--- src/rtl/dcache_controller.sv ---
// dcache_controller: direct-mapped, write-back, write-allocate data cache
// sitting between an 8-bit CPU load/store path and a 32-bit-block memory.
//
// Ports:
//   CLK, RESET          clock, asynchronous active-low reset
//   READ, WRITE         CPU load / store request (both high = store)
//   ADDRESS[7:0]        byte address {tag, index, offset[1:0]}
//   WRITEDATA[7:0]      store data
//   READDATA[7:0]       load data, combinational on a hit
//   BUSYWAIT            CPU stall, combinational
//   MEM_READ/MEM_WRITE  block fetch / writeback strobes
//   MEM_ADDRESS[5:0]    block address {tag, index}
//   MEM_WRITEDATA[31:0] victim block, byte0 in [7:0]
//   MEM_READDATA[31:0]  fetched block
//   MEM_BUSYWAIT        memory busy
// Optional feature macro DCACHE_STATS_EN adds HIT_COUNT/MISS_COUNT outputs.
module dcache_controller #(
    parameter int unsigned INDEX_BITS = 3
) (
`ifdef DCACHE_STATS_EN
    output logic [15:0] HIT_COUNT,
    output logic [15:0] MISS_COUNT,
`endif
    input  logic        CLK,
    input  logic        RESET,
    input  logic        READ,
    input  logic        WRITE,
    input  logic [7:0]  ADDRESS,
    input  logic [7:0]  WRITEDATA,
    output logic [7:0]  READDATA,
    output logic        BUSYWAIT,
    output logic        MEM_READ,
    output logic        MEM_WRITE,
    output logic [5:0]  MEM_ADDRESS,
    output logic [31:0] MEM_WRITEDATA,
    input  logic [31:0] MEM_READDATA,
    input  logic        MEM_BUSYWAIT
);

    localparam int unsigned SETS  = 1 << INDEX_BITS;
    localparam int unsigned TAG_W = 6 - INDEX_BITS;

    typedef enum logic [1:0] {S_IDLE, S_WB, S_FETCH, S_UPDATE} state_t;

    state_t state_q, state_d;

    logic [SETS-1:0]       valid_q, dirty_q;
    logic [TAG_W-1:0]      tag_q  [SETS];
    logic [31:0]           data_q [SETS];
    logic [INDEX_BITS-1:0] idx_q;
    logic [TAG_W-1:0]      rtag_q, vtag_q;

    logic [INDEX_BITS-1:0] idx;
    logic [TAG_W-1:0]      tag;
    logic [4:0]            bit_off;
    logic                  request, hit, idle_hit, wr_hit, rd_hit, miss_entry;

    // Address decode and hit detection
    assign idx        = ADDRESS[2 +: INDEX_BITS];
    assign tag        = ADDRESS[7 -: TAG_W];
    assign bit_off    = {ADDRESS[1:0], 3'b000};
    assign request    = READ | WRITE;
    assign hit        = valid_q[idx] && (tag_q[idx] == tag);
    assign idle_hit   = (state_q == S_IDLE) && hit;
    assign wr_hit     = idle_hit && WRITE;
    assign rd_hit     = idle_hit && READ && !WRITE;
    assign miss_entry = (state_q == S_IDLE) && request && !hit;

    // Next-state and memory/CPU outputs
    always_comb begin
        state_d       = state_q;
        BUSYWAIT      = 1'b0;
        MEM_READ      = 1'b0;
        MEM_WRITE     = 1'b0;
        MEM_ADDRESS   = '0;
        MEM_WRITEDATA = '0;
        READDATA      = '0;
        // Gated by RESET so the stall drops the instant reset asserts
        BUSYWAIT = RESET && request && !idle_hit;
        case (state_q)
            S_IDLE: begin
                if (rd_hit) READDATA = data_q[idx][bit_off +: 8];
                if (miss_entry) state_d = (valid_q[idx] && dirty_q[idx]) ? S_WB : S_FETCH;
            end
            S_WB: begin
                MEM_WRITE     = 1'b1;
                MEM_ADDRESS   = {vtag_q, idx_q};
                MEM_WRITEDATA = data_q[idx_q];
                if (!MEM_BUSYWAIT) state_d = S_FETCH;
            end
            S_FETCH: begin
                MEM_READ    = 1'b1;
                MEM_ADDRESS = {rtag_q, idx_q};
                if (!MEM_BUSYWAIT) state_d = S_UPDATE;
            end
            S_UPDATE: state_d = S_IDLE;
            default:  state_d = S_IDLE;
        endcase
    end

    // State, valid/dirty bits and latched miss context
    always_ff @(posedge CLK or negedge RESET) begin
        if (!RESET) begin
            state_q <= S_IDLE;
            valid_q <= '0;
            dirty_q <= '0;
            idx_q   <= '0;
            rtag_q  <= '0;
            vtag_q  <= '0;
        end else begin
            state_q <= state_d;
            if (miss_entry) begin
                idx_q  <= idx;
                rtag_q <= tag;
                vtag_q <= tag_q[idx];
            end
            if (wr_hit) dirty_q[idx] <= 1'b1;
            if (state_q == S_UPDATE) begin
                valid_q[idx_q] <= 1'b1;
                dirty_q[idx_q] <= 1'b0;
            end
        end
    end

    // Tag and data arrays; contents are meaningless until valid is set
    always_ff @(posedge CLK) begin
        if (wr_hit) data_q[idx][bit_off +: 8] <= WRITEDATA;
        if (state_q == S_FETCH && !MEM_BUSYWAIT) data_q[idx_q] <= MEM_READDATA;
        if (state_q == S_UPDATE) tag_q[idx_q] <= rtag_q;
    end

`ifdef DCACHE_STATS_EN
    logic        rehit_q;
    logic [15:0] hit_cnt_q, miss_cnt_q;

    // Saturating hit/miss counters; the post-fill re-hit is not a new hit
    always_ff @(posedge CLK or negedge RESET) begin
        if (!RESET) begin
            rehit_q    <= 1'b0;
            hit_cnt_q  <= '0;
            miss_cnt_q <= '0;
        end else begin
            rehit_q <= (state_q == S_UPDATE);
            if (idle_hit && request && !rehit_q && hit_cnt_q != 16'hFFFF)
                hit_cnt_q <= hit_cnt_q + 16'd1;
            if (miss_entry && miss_cnt_q != 16'hFFFF)
                miss_cnt_q <= miss_cnt_q + 16'd1;
        end
    end

    assign HIT_COUNT  = hit_cnt_q;
    assign MISS_COUNT = miss_cnt_q;
`endif

endmodule

--- config.mk ---
export PLATFORM = sky130hd
export DESIGN_NAME = dcache_controller
export DESIGN_NICKNAME = d
export VERILOG_FILES = /design/src/rtl/dcache_controller.sv
export SDC_FILE = /design/constraint.sdc
export NUM_CORES = 1
export LEC_CHECK = 0
export BUFFER_PORTS_ARGS = -buffer_cell sky130_fd_sc_hd__buf_2
export CAP_MARGIN = 20
export CORE_MARGIN = 4
export CORE_UTILIZATION = 55
export DETAILED_ROUTE_END_ITERATION = 16
export PLACE_DENSITY = 0.76
export SLEW_MARGIN = 20
export SYNTH_ARGS = -nofsm -noshare
export SYNTH_HDL_FRONTEND = slang
export SYNTH_SLANG_ARGS = --single-unit
export TNS_END_PERCENT = 5
--- constraint.sdc ---
create_clock -name CLK -period 3 [get_ports CLK]
set_clock_uncertainty 0.15 [all_clocks]
set_input_delay 0.6 -clock CLK [delete_from_list [all_inputs] [get_ports CLK]]
set_output_delay 0.6 -clock CLK [all_outputs]
set_load 0.03 [all_outputs]
==> results.yml <==
synth:
  synth-edff-count: 280
  avgSynthCellArea_sq_um: 15.0
  synth_top_area_cell: "edfxtp_1"
  synth_cell_types: 69
  async_flop_share_pct: 8.79
  synth_nets: 1085
  ys_ff_latch: 307
  ys.flop_type: "edfxtp_1"
  synth_cells: 1023
  ys_seq_area_share_pct: 59.3
  syn_area_sq_um: 15300
  yosys_warnings: 0
  synth.top_cell.area_share_pct: 54.9
  ys_top_cells_by_area: "edfxtp_1, mux4_2, dfrtp_1, mux2i_1, mux2_2"
critical_path:
  cp.required_ps: 2250
  crit_type: "flip-flop to primary output"
  crit_path_top_delay_cell: "edfxtp_1"
  r2r_start: "idx_q[0]"
  reg2reg_depth: 8
  crit_path_max_fanout: 8
  cp_common_cell: "buf_6"
  path_buf_inv: 2
  cpLargestDelayFamily: "compound AO/OA/AOI/OAI gates"
  crit_path_start: "tag_q[5][1]"
  cp-start-kind: "flip-flop"
  slowest_delay_ps: 420
  cp_cell_sequence: "mux2i_4 > o22ai_4 > or3_4 > a211oi_4 > nand4_1 > buf_6 > a311oi_4 > buf_6"
  worstPathArrival_ps: 2920
  regToRegEndpoint: "data_q[5][7]"
  rrSetupSlack_ps: 40
  worstSetupEndpointType: "primary output"
sta:
  worst_slew_margin_rel_pct: 50.9
  worstMarginPinSlew_ps: 727
  hold_viol_final: 0
  slew_violations: 0
  grt_setup_unrepaired: "yes"
  finalSetupViolCount: 41
  fmax_mhz: 273
  period_share_pct: 122
  period_minus_slack_ps: 3670
  finalWorstSetupSlack_ps: -669
global_route:
  grt_pass1_wl_microns: 69800
  grt_usage_pct: 30.4
  grt_pass1_vias: 10981
  antenna_found_initial: 0
  grt_max_degree: 39
  grt_overflow: 0
clocking:
  path_clk_slew_ps: 70
  cts_tree: "yes"
  numCtsBuffers: 30
  clk_latency_ps: 560
  htreeDepth: 1
  cts-root-buf: "clkbuf_16"
  numClockSinks: 307
  cts_buffer_depth: 3
cells_and_area:
  n_fill_cell: 1847
  drive_gt1_share_pct: 38.0
  n_antenna_cell: 0
  finalNonFillerCells: 1643
  multi_input_area_sq_um: 6030
  area_growth_pct: 23.1
  nNetsFinal: 1309
  seqCellArea_sq_um: 9090
  final_cell_mix: "edfxtp_1, buf_4, mux4_2"
  utilization_pct: 69.3
  layout_commonest_cell: "edfxtp_1"
hold_path:
  hp-start: "ADDRESS[5]"
  hold_path.class: "input port to flip-flop"
  hold_end: "rtag_q[0]"
  hold_path_depth: 2
placed_design:
  pre_cts_ws_ps: -652
  post-place-cells: 1585
  dp_hpwl_microns: 33800
  gp_congestion: 1.00
  io_buffers: 101
floorplan:
  die_area_sq_um: 30600
  initial_utilization_pct: 56.3
  io_pins: 102
  die_w_microns: 175
  core_area_sq_um: 27200
  rows: 60
  die_h_microns: 175
detailed_routing:
  drt_iter0_drc: 1444
  wl_per_cell_microns: 29.0
  vias: 11122
  routed_wl_microns: 47600
  vias_per_cell: 6.77
  first_pass_iters: 6
  drc: 0
  ant_nets: 0
power_and_ir_drop:
  p_per_area_nw_per_um2: 814
  cellLeakagePower_nw: 6.82
  peakVddDrop_uv: 533
status:
  failed_checks: "negative setup slack"
  run_status: "complete, but fails checks"
job:
  max_cap_violations: 0
per-layer routing:
layer | routed length (microns) | share of wire (%) | GRT usage (%)
met1 | 17300 | 36 | 42.5
met2 | 22400 | 47 | 48.2
met3 | 5870 | 12 | 6.12
met4 | 2050 | 4.3 | 11.1
met5 | 0 | 0 | 0
synth_stat cells, types with 4 or more instances:
| cell type | count |
|---|---|
| a211oi_1 | 9 |
| a21oi_1 | 23 |
| a221oi_1 | 4 |
| a22o_1 | 32 |
| a22oi_1 | 6 |
| and2_1 | 4 |
| buf_1 | 11 |
| buf_2 | 23 |
| buf_4 | 5 |
| buf_6 | 5 |
| clkbuf_1 | 37 |
| dfrtp_1 | 27 |
| edfxtp_1 | 280 |
| ha_1 | 9 |
| inv_1 | 15 |
| mux2_1 | 15 |
| mux2_2 | 32 |
| mux2i_1 | 54 |
| mux4_2 | 84 |
| nand2_1 | 27 |
| nand2b_1 | 13 |
| nand3_1 | 41 |
| nand4_1 | 4 |
| nor2_1 | 18 |
| nor2b_1 | 42 |
| nor3_1 | 8 |
| o21ai_0 | 20 |
| o21ai_1 | 40 |
| o221ai_1 | 24 |
| o22ai_1 | 40 |
| o31ai_1 | 4 |
| or3_1 | 7 |
metrics by stage:
stage	setup TNS, ps	hold slack (ps)	total power [mW]	instance area [sq um]
6_report	-12640	139	15.3	18800
5_1_grt	-15990	138	15.9	18800
4_1_cts	-13160	125	15.3	18800
3_5_place_dp	-56590	303	10.9	17500
3_3_place_gp	-49270	295	10.8	17500
2_1_floorplan	-16260	154	9.08	15500
final cells by class:
cell class,count,area share (%)
flip-flops and latches,307,48.2
inverters,17,0.339
clock inverters,24,1.70
clock buffers,32,4.14
multi-input cells,618,32.0
repair buffers,273,11.1
well taps,372,2.47
timing repair:
item / CTS / global route
endpoints found under the hold margin: 27 / 0
hold buffers: 1 / 0
setup endpoints to repair: 41 / 41
pin swaps: 3 / 2
buffers inserted: 0 / 1
resized for setup: 60 / 10
kinds of logic (layout without fill, tap and decap cells):
family / Yosys count / in the layout / share of synthesized area, %
xor+xnor: 1 / 1 / 0.106
compound gates: 236 / 236 / 10.9
flops: 307 / 307 / 59.3
mux: 185 / 185 / 19.3
buf+inv: 98 / 346 / 2.96
simple gates: 187 / 187 / 6.66
fa+ha+maj: 9 / 9 / 0.735
power by group:
group	internal (mW)	switching, mW
Combinational	2.47	2.96
Clock	2.56	1.62
Sequential	5.32	0.408
Total	10.3	5.00
worst reg2reg max path: cells and delay by family, from the launching register on:
family | cells | cell delay (ps)
buffers and inverters | 3 | 670
DFF | 1 | 750
AOI/OAI and AO/OA | 2 | 370
and+or+nand+nor | 3 | 710
worst max-delay path by stage:
| stage | cells after the start | slack (ps) | to |
|---|---|---|---|
| after floorplan | 7 | -480 | READDATA[2] |
| after global placement | 9 | -660 | READDATA[3] |
| after detailed placement | 9 | -650 | READDATA[3] |
| after CTS | 8 | -640 | READDATA[3] |
| after global routing | 8 | -730 | READDATA[3] |
| final | 8 | -670 | READDATA[3] |
sequential cells by signal, summed over array words and instances, names as in the netlist:
register  flops
state_q       2
data_q      256
vtag_q        3
dirty_q       8
rtag_q        3
tag_q        24
idx_q         3
valid_q       8
Power figures use the tool's default switching activity.
